===== src/rtl/llr_phase_former_if.sv =====
// Sample/LLR bus between the demodulator, the phase former and the deperforator.
// Latency: none, this is wiring only.
// Backpressure: none; the source presents data with i_vld and the sink must take it.
interface llr_phase_former_if #(
    parameter int LLR_WIDTH = 8
);
    logic                        i_vld;
    logic signed [LLR_WIDTH-1:0] i_I;
    logic signed [LLR_WIDTH-1:0] i_Q;
    logic                        i_next_phase;
    logic                        i_llr_reset;
    logic                        o_vld;
    logic signed [LLR_WIDTH-1:0] o_llr0;
    logic signed [LLR_WIDTH-1:0] o_llr1;
    logic                        o_last_phase_stb;
    logic [2:0]                  o_phase;

    // Upstream side: drives samples and phase commands, receives LLRs.
    modport master (
        output i_vld, i_I, i_Q, i_next_phase, i_llr_reset,
        input  o_vld, o_llr0, o_llr1, o_last_phase_stb, o_phase
    );

    // Phase former side.
    modport slave (
        input  i_vld, i_I, i_Q, i_next_phase, i_llr_reset,
        output o_vld, o_llr0, o_llr1, o_last_phase_stb, o_phase
    );
endinterface


===== src/rtl/llr_phase_former.sv =====
// QPSK I/Q to rate-1/2 LLR pair former under a selectable phase hypothesis (rotation + conjugation).
// Latency: 2 cycles from i_vld to o_vld; phase commands take effect on the next sample.
// Backpressure: none; every valid sample produces a pair, optionally blanked after a phase change.
module llr_phase_former #(
    parameter int LLR_WIDTH  = 8,
    parameter int NUM_PHASES = 4,
    parameter int BLANK_LEN  = 0
) (
    input  logic              clk,
    input  logic              reset_n,
    llr_phase_former_if.slave bus
);

    localparam logic [2:0] LAST_PHASE = 3'(NUM_PHASES - 1);
    localparam logic [7:0] BLANK_LOAD = 8'(BLANK_LEN);
    localparam logic signed [LLR_WIDTH-1:0] S_MIN = {1'b1, {(LLR_WIDTH-1){1'b0}}};
    localparam logic signed [LLR_WIDTH-1:0] S_MAX = {1'b0, {(LLR_WIDTH-1){1'b1}}};

    // Negation that maps the most negative code onto the most positive one
    // instead of wrapping back to itself.
    function automatic logic signed [LLR_WIDTH-1:0] sat_neg(input logic signed [LLR_WIDTH-1:0] x);
        return (x == S_MIN) ? S_MAX : -x;
    endfunction

    // Phase hypothesis state
    logic [2:0] r_phase;
    logic       r_last_stb;
    logic [2:0] w_phase_inc;
    logic       w_cmd;

    // Stage 1: captured sample and the hypothesis it is to be decoded under
    logic                        r_s1_vld;
    logic signed [LLR_WIDTH-1:0] r_s1_i;
    logic signed [LLR_WIDTH-1:0] r_s1_q;
    logic [2:0]                  r_s1_phase;

    // Stage 2: formed LLRs
    logic                        r_o_vld;
    logic signed [LLR_WIDTH-1:0] r_llr0;
    logic signed [LLR_WIDTH-1:0] r_llr1;

    // Remaining pairs to suppress after the most recent phase command
    logic [7:0] r_blank_cnt;

    // Transform intermediates
    logic signed [LLR_WIDTH-1:0] w_i_neg;
    logic signed [LLR_WIDTH-1:0] w_q_conj;
    logic signed [LLR_WIDTH-1:0] w_q_conj_neg;
    logic signed [LLR_WIDTH-1:0] w_llr0;
    logic signed [LLR_WIDTH-1:0] w_llr1;

    assign w_cmd       = bus.i_next_phase | bus.i_llr_reset;
    assign w_phase_inc = (r_phase == LAST_PHASE) ? 3'd0 : r_phase + 3'd1;

    // Phase register and last-hypothesis strobe; llr reset overrides next-phase and never strobes.
    always_ff @(posedge clk or negedge reset_n) begin
        if (!reset_n) begin
            r_phase    <= 3'd0;
            r_last_stb <= 1'b0;
        end else begin
            r_last_stb <= 1'b0;
            if (bus.i_llr_reset) begin
                r_phase <= 3'd0;
            end else if (bus.i_next_phase) begin
                r_phase    <= w_phase_inc;
                r_last_stb <= (w_phase_inc == LAST_PHASE);
            end
        end
    end

    // Stage 1: register the sample with the phase in force this cycle, so a
    // command arriving alongside a sample does not affect that sample.
    always_ff @(posedge clk or negedge reset_n) begin
        if (!reset_n) begin
            r_s1_vld   <= 1'b0;
            r_s1_i     <= '0;
            r_s1_q     <= '0;
            r_s1_phase <= 3'd0;
        end else begin
            r_s1_vld <= bus.i_vld;
            if (bus.i_vld) begin
                r_s1_i     <= bus.i_I;
                r_s1_q     <= bus.i_Q;
                r_s1_phase <= r_phase;
            end
        end
    end

    // Conjugate first (bit 2), then rotate by a multiple of 90 degrees (bits 1:0).
    assign w_i_neg      = sat_neg(r_s1_i);
    assign w_q_conj     = r_s1_phase[2] ? sat_neg(r_s1_q) : r_s1_q;
    assign w_q_conj_neg = sat_neg(w_q_conj);

    // Rotation select
    always_comb begin
        w_llr0 = r_s1_i;
        w_llr1 = w_q_conj;
        case (r_s1_phase[1:0])
            2'd0: begin
                w_llr0 = r_s1_i;
                w_llr1 = w_q_conj;
            end
            2'd1: begin
                w_llr0 = w_q_conj_neg;
                w_llr1 = r_s1_i;
            end
            2'd2: begin
                w_llr0 = w_i_neg;
                w_llr1 = w_q_conj_neg;
            end
            default: begin
                w_llr0 = w_q_conj;
                w_llr1 = w_i_neg;
            end
        endcase
    end

    // Blank counter: any command reloads it; each pair reaching stage 2 while
    // it is nonzero consumes one count.
    always_ff @(posedge clk or negedge reset_n) begin
        if (!reset_n) begin
            r_blank_cnt <= 8'd0;
        end else if (w_cmd) begin
            r_blank_cnt <= BLANK_LOAD;
        end else if (r_s1_vld && (r_blank_cnt != 8'd0)) begin
            r_blank_cnt <= r_blank_cnt - 8'd1;
        end
    end

    // Stage 2: register LLRs for every valid pair (blanked ones too); only
    // the valid flag is suppressed while blanking.
    always_ff @(posedge clk or negedge reset_n) begin
        if (!reset_n) begin
            r_o_vld <= 1'b0;
            r_llr0  <= '0;
            r_llr1  <= '0;
        end else begin
            r_o_vld <= r_s1_vld && (r_blank_cnt == 8'd0);
            if (r_s1_vld) begin
                r_llr0 <= w_llr0;
                r_llr1 <= w_llr1;
            end
        end
    end

    assign bus.o_vld            = r_o_vld;
    assign bus.o_llr0           = r_llr0;
    assign bus.o_llr1           = r_llr1;
    assign bus.o_last_phase_stb = r_last_stb;
    assign bus.o_phase          = r_phase;

endmodule


===== src/flat_wrapper.sv =====
// flat-port wrapper written by rule: the top's interface ports become plain ports
module llr_phase_former_flat 
#(
    parameter int LLR_WIDTH  = 8,
    parameter int NUM_PHASES = 4,
    parameter int BLANK_LEN  = 0
)
  (clk, reset_n, bus_i_vld, bus_i_I, bus_i_Q, bus_i_next_phase, bus_i_llr_reset, bus_o_vld, bus_o_llr0, bus_o_llr1, bus_o_last_phase_stb, bus_o_phase);
  llr_phase_former_if #(.LLR_WIDTH(LLR_WIDTH)) bus_i ();
  input  logic clk;
  input  logic reset_n;
  input wire logic [$bits(bus_i.i_vld)-1:0] bus_i_vld;
  input wire logic [$bits(bus_i.i_I)-1:0] bus_i_I;
  input wire logic [$bits(bus_i.i_Q)-1:0] bus_i_Q;
  input wire logic [$bits(bus_i.i_next_phase)-1:0] bus_i_next_phase;
  input wire logic [$bits(bus_i.i_llr_reset)-1:0] bus_i_llr_reset;
  output wire logic [$bits(bus_i.o_vld)-1:0] bus_o_vld;
  output wire logic [$bits(bus_i.o_llr0)-1:0] bus_o_llr0;
  output wire logic [$bits(bus_i.o_llr1)-1:0] bus_o_llr1;
  output wire logic [$bits(bus_i.o_last_phase_stb)-1:0] bus_o_last_phase_stb;
  output wire logic [$bits(bus_i.o_phase)-1:0] bus_o_phase;
  assign bus_i.i_vld = bus_i_vld;
  assign bus_i.i_I = bus_i_I;
  assign bus_i.i_Q = bus_i_Q;
  assign bus_i.i_next_phase = bus_i_next_phase;
  assign bus_i.i_llr_reset = bus_i_llr_reset;
  assign bus_o_vld = bus_i.o_vld;
  assign bus_o_llr0 = bus_i.o_llr0;
  assign bus_o_llr1 = bus_i.o_llr1;
  assign bus_o_last_phase_stb = bus_i.o_last_phase_stb;
  assign bus_o_phase = bus_i.o_phase;
  llr_phase_former #(.LLR_WIDTH(LLR_WIDTH), .NUM_PHASES(NUM_PHASES), .BLANK_LEN(BLANK_LEN)) u_core (.clk(clk), .reset_n(reset_n), .bus(bus_i));
endmodule

===== config.mk =====
export PLATFORM = sky130hd
export DESIGN_NAME = llr_phase_former_flat
export DESIGN_NICKNAME = d
export VERILOG_FILES = /design/src/rtl/llr_phase_former_if.sv /design/src/rtl/llr_phase_former.sv /design/src/flat_wrapper.sv
export SDC_FILE = /design/constraint.sdc
export NUM_CORES = 1
export LEC_CHECK = 0
export CAP_MARGIN = 30
export CORE_MARGIN = 1
export CORE_UTILIZATION = 50
export DETAILED_ROUTE_END_ITERATION = 10
export DONT_BUFFER_PORTS = 1
export GPL_ROUTABILITY_DRIVEN = 0
export HOLD_SLACK_MARGIN = 0.06
export MAX_ROUTING_LAYER = met4
export SKIP_CTS_REPAIR_TIMING = 1
export SLEW_MARGIN = 30
export SYNTH_ARGS = -nofsm -noshare
export SYNTH_HDL_FRONTEND = slang
export SYNTH_SLANG_ARGS = --single-unit

===== constraint.sdc =====
create_clock -name clk -period 3.8 [get_ports clk]
set_input_delay 0.76 -clock clk [delete_from_list [all_inputs] [get_ports clk]]
set_output_delay 0.76 -clock clk [all_outputs]
set_load 0.01 [all_outputs]

=== Word level (Yosys, flattened, before mapping) ===
Cells that the tools add are included.

* Equal/unequal tests: 7
* Muxes and demuxes: 13
* Reductions and logical operators: 7
* Add/sub/neg operators: 5
* Bitwise operators: 1

{| class="wikitable"
|+ Operators with widths
! operator !! count
|-
| 8-bit two-way mux || 6
|-
| 8-bit case mux with 3 select lines || 2
|-
| 8-bit == test (second input constant) || 3
|-
| 8-bit negation || 3
|-
| 3-bit two-way mux || 3
|-
| 8-bit zero test || 1
|-
| 8-bit nonzero test || 1
|-
| 8-bit by 1-bit subtractor with 8-bit output (second input constant) || 1
|-
| 3-bit by 2-bit == test with 1-bit output (second input constant) || 2
|-
| 2-bit nonzero test || 2
|-
| 3-bit by 1-bit adder with 3-bit output (second input constant) || 1
|-
| 2-bit by 1-bit == test with 1-bit output (second input constant) || 1
|-
| 2-bit == test (second input constant) || 1
|-
| 1-bit logical AND || 2
|-
| 2-bit zero test || 1
|-
| 1-bit two-way mux || 2
|-
| 1-bit OR || 1
|}

* Flip-flop bits (word level): 49
* Logic and storage cells: 43
* Input port bits: 21

=== Longest topological paths before layout ===
* Depth in word-level cells: 6
* Depth in mapped cells: 10

=== Worst setup path after synthesis ===
OpenSTA, ideal clock, no wires.

* Path kind: reg-to-reg
* From: register u_core.r_s1_q[0]
* To: register u_core.r_llr1[5] (netlist: u_core.bus.o_llr1[5])
* Required time: 3.680 ns
* Buffers on the path: 0
* Arrival time: 2.544 ns
* Library setup time: 0.120 ns
* Slack: 1.136 ns
* Stages on the path, launching flop included: 11
* Path through: dfrtp_1 inv_1 ha_1 nor4b_1 nand2_1 o211a_1 ha_1 nand3_1 a211oi_1 or3_1 a31o_2

* Longest elaborated chain between the ends: 6
* Elaborated cells on any way between the ends: 8
* Classes of those cells: add/sub (2); eq/ne (2); mux (4)

{| class="wikitable"
|+ Ends and longest elaborated chain
! element !! RTL line !! source
|-
| start, declared || llr_phase_former.sv:34 || <nowiki>logic signed [LLR_WIDTH-1:0] r_s1_q;</nowiki>
|-
| start signal, assigned || llr_phase_former.sv:83 || <nowiki>r_s1_q <= bus.i_Q;</nowiki>
|-
| 8-bit negation / 8-bit == test (equally long branches) || llr_phase_former.sv:22 || <nowiki>return (x == S_MIN) ? S_MAX : -x;</nowiki>
|-
| 8-bit two-way mux || llr_phase_former.sv:22 ||
|-
| 8-bit two-way mux * || llr_phase_former.sv:91 || <nowiki>assign w_q_conj = r_s1_phase[2] ? sat_neg(r_s1_q) : r_s1_q;</nowiki>
|-
| 8-bit negation / 8-bit == test (equally long branches) || llr_phase_former.sv:22 ||
|-
| 8-bit two-way mux || llr_phase_former.sv:22 ||
|-
| 8-bit case mux with 3 select lines * || llr_phase_former.sv:98 || <nowiki>case (r_s1_phase[1:0])</nowiki>
|-
| end signal, assigned || llr_phase_former.sv:141 || <nowiki>r_llr1 <= w_llr1;</nowiki>
|-
| end, declared || llr_phase_former.sv:40 || <nowiki>logic signed [LLR_WIDTH-1:0] r_llr1;</nowiki>
|}

Every way passes the cells marked *; elsewhere a longest branch is shown, timed or not.
A chain may end at the register's enable or synchronous reset.

=== Worst setup path after layout ===
* From: register u_core.r_s1_phase[2]
* To: register u_core.r_llr0[2] (netlist: u_core.bus.o_llr0[2])

* Longest elaborated chain between the ends: 4
* Elaborated cells on any way between the ends: 5
* Classes of those cells: add/sub (1); eq/ne (1); mux (3)

{| class="wikitable"
|+ Ends and longest elaborated chain
! element !! RTL line !! source
|-
| start, declared || llr_phase_former.sv:35 || <nowiki>logic [2:0] r_s1_phase;</nowiki>
|-
| start signal, assigned || llr_phase_former.sv:84 || <nowiki>r_s1_phase <= r_phase;</nowiki>
|-
| 8-bit two-way mux * || llr_phase_former.sv:91 ||
|-
| 8-bit negation / 8-bit == test (equally long branches) || llr_phase_former.sv:22 ||
|-
| 8-bit two-way mux || llr_phase_former.sv:22 ||
|-
| 8-bit case mux with 3 select lines * || llr_phase_former.sv:98 ||
|-
| end signal, assigned || llr_phase_former.sv:140 || <nowiki>r_llr0 <= w_llr0;</nowiki>
|-
| end, declared || llr_phase_former.sv:39 || <nowiki>logic signed [LLR_WIDTH-1:0] r_llr0;</nowiki>
|}

Marks and branches as above.

==> results.md <==
* Status: finished, final reports clean
* Setup crit start kind: register
* Root Buffer: clkbuf_8
* Relative slew slack at 0.487
* Clk slew on worst S/H paths at approximately 100 ps
* Die height at 81.4 um
* Antenna violations before repair at 0
* Switching Power at 0.473 mW
* Sequential Power Share at 0.481
* Drt pass-1 iters at 4
* Ports at 42
* Total negative setup slack at 0 ps
* Static Leak at around 1.3 nW
* Peak VDD IR at 226 uV
* Worst reg-to-reg path cell count at 8
* Worst-margin pin slew at approximately 760 ps
* Mapped cell area at approximately 3200 um2
* Place WS at 784 ps
* Synth Net Count at about 380
* Setup Viol. Count Final at 0
* CP required at around 4000 ps
* DR vias at between 2000 and 3000
* Vias in the first global route at between 2000 and 2500
* Synthesis-to-finish area growth at 4.49%
* WL final at around 7.9 mm
* Routed length per instance at about 19 um
* First-pass GRT wire length at 12.8 mm
* Starting Density at 0.526
* Syn avg cell area at between 8 and 9 um2
* Final WS setup at 736 ps
* Die area at 6630 um2
* # fillers at 569
* Fmax at roughly 330 MHz
* DR vias/cell at between 6 and 7
* Worst EP arrival at approximately 3300 ps
* Cell count after synthesis at about 350
* FF-to-FF End: u_core.bus.o_llr0[2]$_DFFE_PN0P_
* Worst-case clock skew at ~12 ps
* TritonCTS clock tree: built
* Clock power frac at 0.276
* Die width at between 80 and 90 um
* GRT overflow at 0
* FFs w/ async S/R, synth at 1.00
* Yosys warning total at 0
* Total power per unit cell area at ~430 nW/um2
* Hpwl dp at ~5.6 mm
* Synthesized flop and latch total at between 40 and 50
* Final Critical Period at 3060 ps
* Diode count at 0
* Logic gate share of total power at 0.243
* Critical path endpoint category: register
* Clock sinks at about 50
* Row Count at 28
* Clock Latency Late Sink at roughly 310 ps
* CTS buffer count at 5
* Largest net degree at the start of global routing at 50
* Max_cap viols at 0
* Netlist cell types at around 60
* RR Startpoint: u_core.r_s1_phase[2]$_DFFE_PN0P_
* DR DRC count at 0
* RSZ-0062 raised after global routing: no
* Clock Tree Buf Depth at 2
* Max Slew Vio Count at 0
* WS Path Type: reg2reg
* Register-to-Register Setup Slack at between 700 and 800 ps
* Post-synthesis sequential area ratio at 0.389
* Post-synth EDFFs at 0
* DRT iter0 DRCs at between 200 and 250
* Final Cycle Share at 0.806
* Gr usage total at 0.265
* Layout cells sized above 1 at 0.118
* CP Max Fanout at 18
* Final Power at about 1.4 mW
* Antenna-violating nets left at 0
* Ys flop type: dfrtp_1
* CTS H-tree lvls at 2
* Hold Fails Final Rpt at 0
* PortBufs at 0
* Nets@finish at between 300 and 400
* Net Sw Frac at 0.331
* Internal power at around 0.96 mW
* Core box area at around 6000 um2
* Worst hold path type: in2async
synth_stat cells, drive strengths merged (3+ instances only):
cell type,number,area [um2]
nand2,32,120
nor2b,8,50.1
nand2b,5,31.3
a41oi,3,26.3
xnor2,7,61.3
or3,7,43.8
a31oi,8,50.1
ha,7,87.6
a211oi,4,30.0
nor3b,3,22.5
nor4,3,18.8
or2,3,18.8
o31a,4,35.0
o31ai,5,37.5
o221ai,4,35.0
o21ai,29,145
xor2,3,26.3
buf,4,23.8
nor3,10,55.1
mux2,16,180
nor4bb,3,30.0
dfrtp,49,1230
nor2,25,93.8
o22ai,3,18.8
inv,19,71.3
clkbuf,20,75.1
o211ai,6,50.1
a2111oi,3,63.8
nand3,7,35.0
a21oi,16,80.1
o21a,3,22.5
critical path: stages (launching register included):
cell       delay [ps]
dfrtp_1           660
nor4bb_1          590
nand2_1           330
o211a_1           250
ha_1              280
nand3_1           200
a2111oi_4          90
or3_1             370
a22o_1            180
final cells by class:
class	instances	area, um2	share of cell area
repair buffers	4	30.0	0.00912
inverters	20	75.1	0.0228
clock buffers	7	86.3	0.0262
flip-flops and latches	49	1230	0.372
multi-input cells	258	1750	0.532
clock inverters	1	30.0	0.00912
well taps	75	93.8	0.0285
stage by stage:
stage	util	std cells	cell area [um2]	hold slack (ps)
after floorplan	-	351	3150	464
after global placement	0.530	406	3180	465
after detailed placement	0.530	406	3180	466
after CTS	0.550	414	3290	128
after global routing	0.550	414	3290	121
final	0.550	414	3290	133
state kept, by name, summed over array words and instances, names as in the netlist:
name                         cells
u_core.r_s1_i                    8
u_core.r_s1_vld                  1
u_core.bus.o_vld                 1
u_core.bus.o_last_phase_stb      1
u_core.bus.o_llr0                8
u_core.r_blank_cnt               8
u_core.r_s1_q                    8
u_core.r_s1_phase                3
u_core.bus.o_phase               3
u_core.bus.o_llr1                8
layer usage:
metal	vias up	wire, um	track usage
met1	1273	3750	0.369
met2	79	3620	0.396
met4	0	135	0.0786
li1	1260	-	-
met3	15	394	0.0382
met5	-	0	-
layout by cell type (no fill, tap or decap), types with 5 or more instances in the layout:
cell      count
a21oi_1      16
nand2_1      32
inv_1        19
nor3_1        9
clkbuf_8      6
a31oi_1       8
dfrtp_1      49
nand2b_1      5
or3_1         7
xnor2_1       7
ha_1          7
o211ai_1      5
nor2_1       25
nand3_1       7
mux2_2       16
o21ai_0      29
nor2b_1       8
o31ai_1       5
power by group through the flow:
stage	Combinational (mW)	Sequential, mW	Clock, mW
after floorplan	0.297	0.660	0
after global placement	0.340	0.694	0
after detailed placement	0.343	0.696	0
after CTS	0.345	0.687	0.403
after global routing	0.385	0.700	0.418
final	0.347	0.687	0.394
worst max-delay path by stage:
stage	startpoint	to	slack (ps)	cells after the start
6_report	u_core.r_s1_phase[2]$_DFFE_PN0P_	u_core.bus.o_llr0[2]$_DFFE_PN0P_	740	8
3_3_place_gp	u_core.r_s1_q[0]$_DFFE_PN0P_	u_core.bus.o_llr0[2]$_DFFE_PN0P_	900	10
4_1_cts	u_core.r_s1_q[0]$_DFFE_PN0P_	u_core.bus.o_llr0[2]$_DFFE_PN0P_	770	10
2_1_floorplan	u_core.r_s1_q[0]$_DFFE_PN0P_	u_core.bus.o_llr1[5]$_DFFE_PN0P_	1140	10
5_1_grt	u_core.r_s1_q[0]$_DFFE_PN0P_	u_core.bus.o_llr1[5]$_DFFE_PN0P_	490	10
3_5_place_dp	u_core.r_s1_q[1]$_DFFE_PN0P_	u_core.bus.o_llr0[2]$_DFFE_PN0P_	780	10
kinds of logic (layout without fill, tap and decap cells):
family | Yosys count | after routing | share of synthesized area
XOR/XNOR | 10 | 10 | 0.0278
flip-flops | 49 | 49 | 0.389
buffers and inverters | 44 | 32 | 0.0552
multiplexers | 18 | 18 | 0.0635
AND/OR/NAND/NOR | 115 | 115 | 0.188
AO/OA/AOI/OAI | 108 | 108 | 0.249
adder cells (fa/ha/maj) | 7 | 7 | 0.0278
No activity file was read; power rests on OpenSTA's default activity.
